[src/rtl/rv_isa_pkg.sv]
// ============================================================================
// Module : rv_isa_pkg
// Brief  : RV32 opcodes, loader op_class codes and loader FSM state type.
// Rev    : 1.0
// ============================================================================
`default_nettype none

package rv_isa_pkg;

   localparam logic [6:0] OPC_R      = 7'b0110011;
   localparam logic [6:0] OPC_I      = 7'b0010011;
   localparam logic [6:0] OPC_LOAD   = 7'b0000011;
   localparam logic [6:0] OPC_STORE  = 7'b0100011;
   localparam logic [6:0] OPC_BRANCH = 7'b1100011;

   localparam logic [2:0] CLS_R      = 3'd0;
   localparam logic [2:0] CLS_I      = 3'd1;
   localparam logic [2:0] CLS_LOAD   = 3'd2;
   localparam logic [2:0] CLS_STORE  = 3'd3;
   localparam logic [2:0] CLS_BRANCH = 3'd4;

   typedef enum logic [1:0] {
      ST_IDLE = 2'd0,
      ST_LOAD = 2'd1,
      ST_DONE = 2'd2
   } load_state_t;

endpackage

`default_nettype wire

[src/rtl/rv_field_packer.sv]
// ============================================================================
// Module : rv_field_packer
// Brief  : Combinational packing of instruction fields into an RV32 word.
// Rev    : 1.0
// ============================================================================
`default_nettype none

module rv_field_packer
   import rv_isa_pkg::*;
#(
   parameter logic [31:0] NOP_WORD = 32'h00000013
) (
   input  logic [2:0]  i_op_class,
   input  logic [4:0]  i_rd,
   input  logic [4:0]  i_rs1,
   input  logic [4:0]  i_rs2,
   input  logic [2:0]  i_funct3,
   input  logic        i_alt,
   input  logic [12:0] i_imm,
   output logic [31:0] o_word,
   output logic        o_illegal
);

   logic w_is_shift;

   assign w_is_shift = (i_funct3 == 3'b001) || (i_funct3 == 3'b101);

   always_comb begin
      o_word    = NOP_WORD;
      o_illegal = 1'b0;
      case (i_op_class)
         CLS_R:
            o_word = {1'b0, i_alt, 5'b0, i_rs2, i_rs1, i_funct3, i_rd, OPC_R};
         CLS_I:
            // Shifts carry shamt in imm[4:0] and the arith/logic selector in bit 30
            if (w_is_shift)
               o_word = {1'b0, i_alt, 5'b0, i_imm[4:0], i_rs1, i_funct3, i_rd, OPC_I};
            else
               o_word = {i_imm[11:0], i_rs1, i_funct3, i_rd, OPC_I};
         CLS_LOAD:
            o_word = {i_imm[11:0], i_rs1, i_funct3, i_rd, OPC_LOAD};
         CLS_STORE:
            o_word = {i_imm[11:5], i_rs2, i_rs1, i_funct3, i_imm[4:0], OPC_STORE};
         CLS_BRANCH: begin
            o_word    = {i_imm[12], i_imm[10:5], i_rs2, i_rs1, i_funct3,
                         i_imm[4:1], i_imm[11], OPC_BRANCH};
            o_illegal = i_imm[0];
         end
         default: begin
            o_word    = NOP_WORD;
            o_illegal = 1'b1;
         end
      endcase
   end

endmodule

`default_nettype wire

[src/rtl/instr_encoder_loader.sv]
// ============================================================================
// Module : instr_encoder_loader
// Brief  : Encodes instruction field bundles and streams them into imem.
// Rev    : 1.0
// ============================================================================
`default_nettype none

module instr_encoder_loader
   import rv_isa_pkg::*;
#(
   parameter int          ADDR_W   = 32,
   parameter int          CNT_W    = 8,
   parameter logic [31:0] NOP_WORD = 32'h00000013
) (
   input  logic              clk,
   input  logic              reset,
   input  logic              start,
   input  logic [ADDR_W-1:0] base_addr,
   input  logic [CNT_W-1:0]  count,
   input  logic              abort,
   input  logic              in_valid,
   output logic              in_ready,
   input  logic [2:0]        op_class,
   input  logic [4:0]        rd,
   input  logic [4:0]        rs1,
   input  logic [4:0]        rs2,
   input  logic [2:0]        funct3,
   input  logic              alt,
   input  logic [12:0]       imm,
   output logic              imem_we,
   output logic [ADDR_W-1:0] imem_addr,
   output logic [31:0]       imem_wdata,
   output logic              busy,
   output logic              done,
   output logic              err
);

   load_state_t       r_state;
   logic [ADDR_W-1:0] r_cur_addr;
   logic [CNT_W-1:0]  r_remaining;
   logic              r_imem_we;
   logic [ADDR_W-1:0] r_imem_addr;
   logic [31:0]       r_imem_wdata;
   logic              r_done;
   logic              r_err;

   logic [31:0]       w_word;
   logic              w_illegal;
   logic              w_accept;

   rv_field_packer #(
      .NOP_WORD (NOP_WORD)
   ) u_packer (
      .i_op_class (op_class),
      .i_rd       (rd),
      .i_rs1      (rs1),
      .i_rs2      (rs2),
      .i_funct3   (funct3),
      .i_alt      (alt),
      .i_imm      (imm),
      .o_word     (w_word),
      .o_illegal  (w_illegal)
   );

   // abort masks ready so no word is consumed in the cancel cycle
   assign in_ready = (r_state == ST_LOAD) && !abort;
   assign w_accept = in_valid && in_ready;

   always_ff @(posedge clk) begin
      if (reset) begin
         r_state      <= ST_IDLE;
         r_cur_addr   <= '0;
         r_remaining  <= '0;
         r_imem_we    <= 1'b0;
         r_imem_addr  <= '0;
         r_imem_wdata <= '0;
         r_done       <= 1'b0;
         r_err        <= 1'b0;
      end else begin
         r_imem_we <= 1'b0;
         r_done    <= 1'b0;
         if (abort) begin
            r_state <= ST_IDLE;
         end else begin
            case (r_state)
               ST_IDLE, ST_DONE: begin
                  if (start) begin
                     r_cur_addr  <= base_addr & ~ADDR_W'(3);
                     r_remaining <= count;
                     r_err       <= 1'b0;
                     if (count == '0) begin
                        r_state <= ST_DONE;
                        r_done  <= 1'b1;
                     end else begin
                        r_state <= ST_LOAD;
                     end
                  end
               end
               ST_LOAD: begin
                  if (w_accept) begin
                     r_imem_we    <= 1'b1;
                     r_imem_addr  <= r_cur_addr;
                     r_imem_wdata <= w_word;
                     r_cur_addr   <= r_cur_addr + ADDR_W'(4);
                     r_remaining  <= r_remaining - CNT_W'(1);
                     if (w_illegal)
                        r_err <= 1'b1;
                     if (r_remaining == CNT_W'(1)) begin
                        r_state <= ST_DONE;
                        r_done  <= 1'b1;
                     end
                  end
               end
               default: r_state <= ST_IDLE;
            endcase
         end
      end
   end

   assign imem_we    = r_imem_we;
   assign imem_addr  = r_imem_addr;
   assign imem_wdata = r_imem_wdata;
   assign busy       = (r_state == ST_LOAD);
   assign done       = r_done;
   assign err        = r_err;

endmodule

`default_nettype wire

[config.mk]
export PLATFORM = sky130hd
export DESIGN_NAME = instr_encoder_loader
export DESIGN_NICKNAME = d
export VERILOG_FILES = /design/src/rtl/rv_isa_pkg.sv /design/src/rtl/rv_field_packer.sv /design/src/rtl/instr_encoder_loader.sv
export SDC_FILE = /design/constraint.sdc
export NUM_CORES = 1
export LEC_CHECK = 0
export CORE_ASPECT_RATIO = 1.1
export CORE_UTILIZATION = 30
export DETAILED_ROUTE_END_ITERATION = 8
export DONT_BUFFER_PORTS = 1
export HOLD_SLACK_MARGIN = 0.03
export PLACE_DENSITY = 0.44
export SLEW_MARGIN = 20
export SYNTH_ARGS = -nofsm -noshare
export SYNTH_HDL_FRONTEND = slang
export SYNTH_HIERARCHICAL = 1
export SYNTH_SLANG_ARGS = --single-unit
export TNS_END_PERCENT = 5
[constraint.sdc]
create_clock -name clk -period 3.4 [get_ports clk]
set_clock_uncertainty 0.1 [all_clocks]
set_input_delay 0.51 -clock clk [delete_from_list [all_inputs] [get_ports clk]]
set_output_delay 0.51 -clock clk [all_outputs]
set_load 0.05 [all_outputs]
# After elaboration in Yosys (flattened, before gate mapping)
# Index checks and enable logic that the tools add are counted.
op_classes:
  add_sub_neg: 2
  n_mul: 0
  div: 0
  order_cmp: 0
  eq_ne: 13
  shifts: 0
  n_mux: 24
  n_bitwise: 2
  reduce_logical: 16
ops:
  columns: ["cell", "count"]
  rows:
  - ["$pmux W32 S5", 1]
  - ["$mux W32", 3]
  - ["$pmux W32 S2", 1]
  - ["$add A32 B3 Y32 const B", 1]
  - ["$mux W8", 2]
  - ["$pmux W8 S2", 1]
  - ["$eq A8 B1 Y1 const B", 1]
  - ["$logic_not A8 Y1", 1]
  - ["$mux W1", 8]
  - ["$mux W2", 4]
  - ["$sub A8 B1 Y8 const B", 1]
  - ["$eq A3 B1 Y1 const B", 2]
  - ["$eq A3 B2 Y1 const B", 2]
  - ["$eq A3 B3 Y1 const B", 2]
  - ["$ne A2 B1 Y1 const B", 3]
  - ["$pmux W1 S2", 3]
  - ["$reduce_and A3 Y1", 2]
  - ["$reduce_and A5 Y1", 1]
  - ["$pmux W2 S2", 1]
  - ["$reduce_and A4 Y1", 1]
  - ["$reduce_or A2 Y1", 2]
  - ["$reduce_or A4 Y1", 1]
  - ["$logic_not A3 Y1", 1]
  - ["$reduce_or A3 Y1", 1]
  - ["other kinds (9)", 11]
word_totals:
  register_bits: 109
  latchBits: 0
  mem_bits_rw: 0
  rom_bits: 0
  in_bits: 80
  out_inout_bits: 69
  memories: 0

# Depth between registers and ports, before layout
depth:
  ltp_word: 6
  ltp_mapped: 8

# Modules after synthesis
# Netlist, hierarchy kept.
modules_own_cells:
  columns: ["mod", "n_inst", "cells_each", "area_per_inst_um2", "seq_area_each_um2"]
  rows:
  - ["instr_encoder_loader", 1, 642, 4854.7, 2102.0]
  - ["rv_field_packer", 1, 89, 586.8, 0.0]

# Worst setup path before layout
# No wires, ideal clock.
synth_path:
  path_kind: "register -> output"
  start: "reg r_state[0]"
  end: "out in_ready"
  arrival_time_ns: 1.563
  t_required_ns: 2.790
  setup_slack_ns: 1.227
  path_stages_with_launch: 5
  path_cell_list: "dfxtp_1 nand2b_1 clkbuf_1 buf_1 nor2_1"
synth_via:
  elab_chain_cells: 2
synth_lines:
  columns: ["element", "line", "rtl"]
  rows:
  - ["start, declared", "instr_encoder_loader.sv:38", "load_state_t r_state;"]
  - ["start signal, assigned", "instr_encoder_loader.sv:71", "r_state <= ST_IDLE;"]
  - ["start signal, assigned", "instr_encoder_loader.sv:83", "r_state <= ST_IDLE;"]
  - ["start signal, assigned", "instr_encoder_loader.sv:92", "r_state <= ST_DONE;"]
  - ["$eq A2 B1 Y1", "instr_encoder_loader.sv:66", "assign in_ready = (r_state == ST_LOAD) && !abort;"]
  - ["$logic_and A1 B1 Y1", "instr_encoder_loader.sv:66", null]
  - ["end, declared", "instr_encoder_loader.sv:22", "output logic in_ready,"]
# No other way between the ends.

# Worst setup path after layout
layout_path:
  start: "reg r_state[1]"
  end: "out in_ready"
# Same word-level chain as after synthesis.

==> results.py <==
metrics = {
    "run": {
        "max-cap-violations": 0,
    },
    "route": {
        "vias": 5021,
        "wl_per_cell_um": 16.99,
        "viasPerCell": 5.376,
        "dr.pass1.iters": 5,
        "finalWirelength_um": 15870,
        "postRouteAntennaNets": 0,
        "drc_errors": 0,
        "drt_iter0_drc": 245,
    },
    "synthesis": {
        "syn_area_per_cell_um2": 7.444,
        "synthArstFlopShare_pct": 0,
        "synth_top_family_by_area": "simple AND/OR/NAND/NOR gates",
        "synth-compound-area-share_pct": 22.51,
        "synth_adder_area_share_pct": 0.6898,
        "synth_xor_area_share_pct": 0,
        "synth_top_cell_area_share_pct": 38.63,
        "synth_flop_cell": "dfxtp_1",
        "ys_seq_area_share_pct": 38.63,
        "syn-cell-area_um2": 5441,
        "synthMuxAreaShare_pct": 1.656,
        "syn_inst": 731,
        "synth_cell_type_count": 69,
        "ys_ff_latch": 105,
        "yosysTopAreaCell": "dfxtp_1",
        "synth-edff-count": 0,
        "synth.most_common_cell": "nand2_1",
        "yosys_warnings": 6,
        "synth_simple_gate_area_share_pct": 30.12,
        "synthTopCellsByArea": "dfxtp_1 (39%), nand2_1 (12%), a21oi_1 (9.8%), nor2_1 (2.7%), clkbuf_1 (2.3%)",
        "synthTopCellsByCount": "nand2_1 (171), a21oi_1 (107), dfxtp_1 (105)",
    },
    "grt": {
        "grt_pass1_vias": 4697,
        "grt.overflow.total": 0,
        "antenna_found_initial": 2,
        "grt_max_degree": 109,
        "track_usage_pct": 17.09,
        "grt_pass1_wl_um": 24650,
    },
    "power": {
        "total_power_uw": 2644,
        "p_sw_uw": 660.7,
        "peakVddDrop_mv": 0.2474,
        "p_seq_share_pct": 50.2,
        "clkPwrFrac_pct": 41.0,
        "power_leakage_uw": 0.001929,
        "pwr-share-comb_pct": 8.8,
        "p_per_area_nw_per_um2": 450.0,
        "sw_frac_of_total_pct": 24.99,
        "p_int_uw": 1983,
    },
    "clocking": {
        "clock_sinks": 105,
        "worstSkewPairLatency_ns": 0.35,
        "cts_buffer_depth": 2,
        "cts_root_buf": "clkbuf_16",
        "postCtsHoldBufs": 0,
        "cts_setup_buffers": 0,
        "cts_resized": 0,
        "worst_setup_hold_path_clk_slew_ns": 0.07,
        "cts_tree": "built",
        "cts_buffers": 9,
        "cts.htree.levels": 3,
    },
    "finish": {
        "fin_cells": 934,
        "layout-drive-gt1-share_pct": 6.628,
        "fin_nets": 774,
        "n_fill_cell": 1947,
        "areaGrowthSynthToFinish_pct": 7.979,
    },
    "place": {
        "dp_hpwl_um": 10550,
        "placed_cells": 918,
        "dp_slack_ns": 1.130,
        "numPortBuffers": 0,
        "place.gp.congestion": 0.7620,
    },
    "floorplanning": {
        "die_h_um": 143.3,
        "start_util_pct": 30.67,
        "coreArea_um2": 17740,
        "die_x_um": 130.4,
        "dieArea_um2": 18680,
        "fp-row-count": 51,
        "ioPinCount": 149,
    },
    "setup_path": {
        "path_class": "reg -> out",
        "critPathLaunchType": "register",
        "reg2reg_depth": 6,
        "crit_required_ns": 2.79,
        "end_kind": "primary output",
        "crit_fanout": 67,
        "arrival_ns": 1.81,
        "r2r_end": "r_cur_addr[30]",
        "reg2reg_from": "r_cur_addr[2]",
        "rrSetupSlack_ns": 1.14,
    },
    "timing": {
        "rsz0062_at_grt": "no",
        "worst-slew-pin-transition_ns": 0.9049,
        "slew_headroom_pct": 39.04,
        "setup_tns_ns": 0,
        "fmax_mhz": 413.3,
        "hold_slack_ns": 0.1265,
        "setup_slack_ns": 0.9803,
        "maxSlewViolCount": 0,
        "hold_violations": 0,
        "setup_viol": 0,
        "period_minus_slack_ns": 2.420,
        "period_share_pct": 71.17,
    },
    "status": {
        "outcome": "complete, no violations",
    },
    "min_path": {
        "hold_path_class": "in -> reg",
        "worst_hold_path.endpoint": "imem_addr[15]",
        "min-delay-start": "reset",
        "holdPathStages": 1,
    },
}
-- cell usage in the layout (no fill, tap or decap), types with 4 or more instances in the layout --
master	n
conb_1	6
a21oi_1	107
and2_1	13
inv_1	8
dfxtp_1	105
nor2_1	38
a31oi_1	12
mux2i_1	9
nand3_1	20
a211oi_1	7
nor4_1	5
nor2b_1	11
a22o_1	6
clkbuf_16	9
nand2b_1	4
nand2_1	171
nor3_1	17
o22ai_1	8
and3_1	8
nand4_1	13
o21ai_0	23
a22oi_1	8
buf_4	10
-- metrics by stage --
stage	utilization (%)	area, um^2
detailed placement	31.38	5567
finish	33.12	5876
floorplan	-	5453
global placement	31.38	5567
CTS	33.09	5871
global route	33.11	5873
-- worst max-delay path, stage by stage (launching register included) --
cell,delay [ns]
dfxtp_1,0.43
nand2b_2,0.17
buf_4,0.56
nor2_1,0.09
buf_4,0.21
-- registers in the layout (all words and copies together), names as in the netlist --
signal	flops
imem_addr	30
r_state	2
imem_we	1
done	1
r_remaining	8
r_cur_addr	30
imem_wdata	32
err	1
-- layout make-up --
type	count	area [um^2]	area share, %
multi-input combinational	557	3062	52.11
sequential	105	2102	35.78
tap	238	297.8	5.068
clock buffer	12	266.5	4.536
timing repair buffer	10	75.07	1.278
clock inverter	2	37.54	0.6388
inverter	8	30.03	0.5111
antenna	2	5.005	0.08518
-- logic make-up (layout without fill, tap and decap cells) --
family,count (synthesis),in the layout
buffers and inverters,72,32
other,3,8
AO/OA/AOI/OAI,203,203
multiplexers,9,9
AND/OR/NAND/NOR,336,336
adder cells (fa/ha/maj),3,3
flip-flops,105,105
-- how the worst max path moves through the flow --
stage,startpoint,endpoint,slack (ns),cells after the start
finish,r_state[1],in_ready,0.98,4
global route,r_state[1],in_ready,0.84,4
CTS,r_state[1],in_ready,0.95,4
detailed placement,abort,r_cur_addr[21],1.13,5
global placement,abort,r_cur_addr[21],1.15,5
floorplan,r_state[0],in_ready,1.23,4
-- power groups by stage --
| stage | logic [uW] | clock network, uW | registers, uW |
|---|---|---|---|
| after CTS | 234 | 1140 | 1330 |
| after global placement | 230 | 0 | 1350 |
| after global routing | 260 | 1180 | 1330 |
| after detailed placement | 233 | 0 | 1360 |
| after floorplan | 227 | 0 | 1340 |
| final | 232 | 1080 | 1330 |
-- metal layers --
layer	vias to the layer above	wire length (um)	track usage, %
li1	2491	-	-
met1	2344	6760	20.39
met2	166	7246	27.97
met3	20	1541	5.470
met4	0	323	7.320
met5	-	0	0
(Power assumes the default switching activity.)
==> patch 1 (same settings) <==
Put one more register stage on the output `err`, with the module's reset. The value now appears one clock later. The other outputs are not delayed to match.
--- a/src/rtl/instr_encoder_loader.sv
+++ b/src/rtl/instr_encoder_loader.sv
@@ -124,3 +124,9 @@
    assign done       = r_done;
-   assign err        = r_err;
+   always_ff @(posedge clk) begin
+      if (reset) begin
+         err <= '0;
+      end else begin
+         err <= r_err;
+      end
+   end
 
Function: changed (a bounded check fails within 4 cycles, from zero or initial values and one cycle with reset high).
==> patch 1 against the unedited design <==
- sequential cell count is 1 higher
- critical endpoint unchanged
- area after synthesis is 2.3% lower
- setup slack worse by 0.10 ns
- total power is 0.53% higher
- count of clock-buffer cells in the layout is 1 lower
- critical path type unchanged
- hold slack better by 0.0021 ns
- via count is 3.0% lower
- design area is 1.6% lower
- wire length is 0.17% lower
- global-route usage is 0.30 points higher
==> patch 1: results (changes against the unedited design) <==
Logic synthesis
  – Number of distinct library cells after synthesis: 59 (-14%)
  – Mux cell area share after synthesis: 2.31% (+0.65 points)
  – Seq/Total Area, Yosys: 39.9% (+1.3 points)
  – Ys flop type: dfxtp_1
  – Mean Syn Cell Area: 7.51 sq um (+0.85%)
  – Synth top area cells: dfxtp_1, nand2_1, a21oi_1
  – Synth Area in Compound Gates: 24.2% (+1.7 points)
  – Commonest cells in the netlist: nand2_1, a21oi_1, dfxtp_1, nor2_1, clkbuf_1
  – Ys async rst share: 0% (unchanged)
  – Post-Synth Adder-Cell Area: 0.706% (+0.016 points)
  – Number of synthesis warnings: 6 (unchanged)

Final layout
  – Share of post-route cells with drive strength above 1: 6.19% (-0.43 points)
  – Max reg flops: 32 (unchanged)
  – Layout Nets: 756 (-2.3%)

Critical path
  – Crit path arrival time: 1.91 ns (+0.10 ns)
  – Slowest-stage cell, CP: nor2_1
  – Critical Path End: in_ready
  – R2R Path Start: r_cur_addr[10]$_SDFFE_PP0P_
  – R2r setup slk: 0.94 ns (-0.20 ns)
  – Worst path max stage delay: 0.75 ns (+0.19 ns)
  – Worst Reg-to-Reg Cells: 5 (-1)
  – Delay-heaviest family, CP: simple AND/OR/NAND/NOR gates
  – Worst Setup SP: r_state[0]$_SDFFE_PP0P_
  – FF-to-FF End: r_cur_addr[29]$_SDFFE_PP0P_
  – Crit path max fanout: 16 (-76%)

Global routing
  – Met1 usage: 20.4% (about the same)
  – Vias in the first global route: 4734 (+0.79%)
  – Initial antenna violation count: 1 (-1)
  – Met3 Track Usage GR: 5.66% (+0.19 points)
  – GRT Util Overall: 17.4% (+0.30 points)
  – Met2 Use GR: 30.1% (+2.1 points)
  – First-pass GRT wire length: 24.7 mm (+0.37%)

Min path
  – Worst Hold Launch: abort

Place
  – Dpl hpwl: 10.6 mm (+0.45%)
  – Placement Setup Slack: 0.954 ns (-0.176 ns)
  – Placed cell areas: 5480 sq um (-1.6%)
  – Routability cong.: 0.767 (+0.67%)
  – Dpl cells: 896 (-2.4%)

Routing
  – Routed wire length per instance: 17.4 microns (+2.1%)
  – Met2 WL: 7.74 mm (+6.8%)
  – 1st-iter DRT viols: 258 (+5.3%)
  – Total number of vias: 4872 (-3.0%)
  – Wl on met1: 6.78 mm (+0.31%)
  – Met3 wire len: 1.18 mm (-23%)
  – Via density per instance: 5.34 (-0.74%)
  – DR pass1 iterations: 5 (unchanged)

Clock tree
  – Post-CTS Resized: 0 (unchanged)
  – Root cell of the clock tree: clkbuf_16
  – TritonCTS Buffers: 9 (unchanged)
  – Clock latency at the later pin of the worst-skew pair: roughly 0.36 ns

Outcome
  – Status: finished, final reports clean

Power
  – Leakage power: 1.90 nW (-1.5%)
  – Int Pwr: 1.97 mW (-0.74%)
  – Clock network fraction of design power: 41.2% (+0.2 points)
  – Worst VDD drop: 0.000227 V (-8.1%)

STA
  – Final min period: 2.52 ns (+0.104 ns)
  – Slew headroom: 40.5% (+1.5 points)
  – Hold Worst Slack: 0.129 ns (+0.00213 ns)
## patch 1: layout make-up
cell class / instances / area, sq um
diodes: 1 / 2.50
fillers: 1872 / 11400
clock inverters: 5 / 61.3
clock buffers: 11 / 243
inverters: 10 / 37.5
well taps: 234 / 293
flip-flops and latches: 106 / 2120
repair buffers: 9 / 80.1
multi-input cells: 537 / 2940
## patch 1: how the worst min path moves through the flow
stage / to / cells past startpoint
2_1_floorplan: err$_SDFF_PP0_ / 1
3_3_place_gp: err$_SDFF_PP0_ / 1
3_5_place_dp: err$_SDFF_PP0_ / 1
4_1_cts: imem_wdata[0]$_SDFFE_PP0P_ / 1
5_1_grt: r_state[1]$_SDFFE_PP0P_ / 1
6_report: r_state[0]$_SDFFE_PP0P_ / 1
## patch 1: worst reg2reg max path, delay by kind of cell, from the launching register on
kind / cells / cell delay, ns
simple gates: 4 / 1.75
flops: 1 / 0.47
compound gates: 1 / 0.07
==> patch 2 (config.mk and constraints unchanged) <==
Without the edit above. Set the parameter `CNT_W` to 10 (it was 8).
--- a/src/rtl/instr_encoder_loader.sv
+++ b/src/rtl/instr_encoder_loader.sv
@@ -11,3 +11,3 @@
    parameter int          ADDR_W   = 32,
-   parameter int          CNT_W    = 8,
+   parameter int          CNT_W    = 10,
    parameter logic [31:0] NOP_WORD = 32'h00000013
Ports: changed (resized count); port bits go from 149 to 151. No check against the original RTL was run, so the function may have changed too.
==> patch 2 against the unedited design <==
- sequential cell count grew 2
- design area grew 0.49%
- combinational power grew 3%
- area after synthesis grew 0.48%
- critical path depth grew 3
- via count grew 0.82%
- setup slack gained 0.015 ns
- total power grew 1.6%
- die area grew 0.48%
- wire length grew 5.8%
- largest cell class unchanged
- highest routed layer is now met5
==> patch 2: results (changes against the unedited design) <==
Final layout
  – Diode count: 0 (-2)
  – Layout Nets: 781 (+0.90%)
  – Final Cell Area: 5900 sq um (+0.49%)
  – Share of post-route cells with drive strength above 1: 6.42% (-0.21 points)
  – Layout fillers: 1946 (-0.051%)
  – Final cell count without fillers: 939 (+0.54%)

Logic synthesis
  – Synth Area in Compound Gates: 23.7% (+1.2 points)
  – Post-Synth Adder-Cell Area: 0.686% (-0.0033 points)
  – Seq/Total Area, Yosys: 39.2% (+0.55 points)
  – Ys async rst share: 0% (unchanged)
  – Number of distinct library cells after synthesis: 63 (-8.7%)
  – Mux cell area share after synthesis: 1.65% (-0.0080 points)
  – Commonest cells in the netlist: nand2_1, dfxtp_1, a21oi_1, clkbuf_1, nor2_1
  – Synth top area cells: dfxtp_1, nand2_1, a21oi_1

Place
  – Dpl hpwl: 11.4 mm (+8.2%)
  – Placed cell areas: 5600 sq um (+0.63%)
  – Routability cong.: 0.776 (+1.8%)
  – Placement Setup Slack: 1.02 ns (-0.112 ns)
  – Dpl cells: 923 (+0.54%)

Global routing
  – Vias in the first global route: 4813 (+2.5%)
  – GRT Util Overall: 18.0% (+0.93 points)
  – Largest net degree at the start of global routing: 108 (-0.92%)
  – Met2 Use GR: 29.5% (+1.5 points)
  – First-pass GRT wire length: 25.9 mm (+4.9%)
  – Initial antenna violation count: 1 (-1)
  – Met1 usage: 21.6% (+1.2 points)
  – Met3 Track Usage GR: 5.66% (+0.19 points)

STA
  – Hold Worst Slack: 0.119 ns (-0.00783 ns)
  – Slew headroom: 52.5% (+14 points)
  – Final period util: 70.7% (-0.43 points)

Routing
  – Via density per instance: 5.39 (+0.28%)
  – Met2 WL: 7.82 mm (+7.9%)
  – Post-Route WL: 16.8 mm (+5.8%)
  – 1st-iter DRT viols: 254 (+3.7%)
  – DR pass1 iterations: 4 (-1)
  – Wl on met1: 7.22 mm (+6.8%)
  – Met3 wire len: 1.44 mm (-6.7%)
  – Top layer in use: met5

Clock tree
  – H-tree Lvls: 3 (unchanged)
  – Clock-pin slew on the worst setup and hold paths: 0.07 ns (about the same)
  – TritonCTS Buffers: 9 (unchanged)

Critical path
  – Worst Reg-to-Reg Cells: 7 (+1)
  – Crit path arrival time: 2.58 ns (+0.77 ns)
  – Critical Path End: r_cur_addr[21]$_SDFFE_PP0P_
  – R2r setup slk: 0.99 ns (-0.15 ns)
  – Crit path max fanout: 20 (-70%)
  – Crit Path Category: reg2reg
  – FF-to-FF End: r_cur_addr[21]$_SDFFE_PP0P_
  – R2R Path Start: r_state[0]$_SDFFE_PP0P_

Power
  – Leakage power: 1.93 nW (-0.22%)
  – Worst VDD drop: 0.000226 V (-8.7%)

Min path
  – Hold endpoint: imem_addr[10]$_SDFFE_PP0P_

Outcome
  – Status: finished, final reports clean
patch 2: cell count changes after synthesis, moves of 4 or more:
cell	unedited run	this run
buf_1	7	2
o32ai_1	2	6
nand4_1	13	9
nor2_1	39	33
nand2_1	171	167
buf_2	12	16
inv_1	8	16
a31oi_1	12	16
patch 2: final cells by class:
type,instances,area share (%)
multi-input combinational,548,50.8
sequential,107,36.3
tap,238,5.04
clock buffer,11,4.11
timing repair buffer,14,1.78
clock inverter,5,1.02
inverter,16,1.02
patch 2: power by group:
part	internal, mW	switching [mW]
Sequential	1.29	0.0680
Combinational	0.0986	0.141
Clock	0.595	0.496
patch 2: worst max-delay path, stage by stage, from the launching register on:
cell and delay [ns]:
dfxtp_1 0.53, nand2b_2 0.34, inv_1 0.48, buf_4 0.35, nand2b_1 0.19, a31oi_1 0.17, o21ai_0 0.09, o21ai_0 0.08
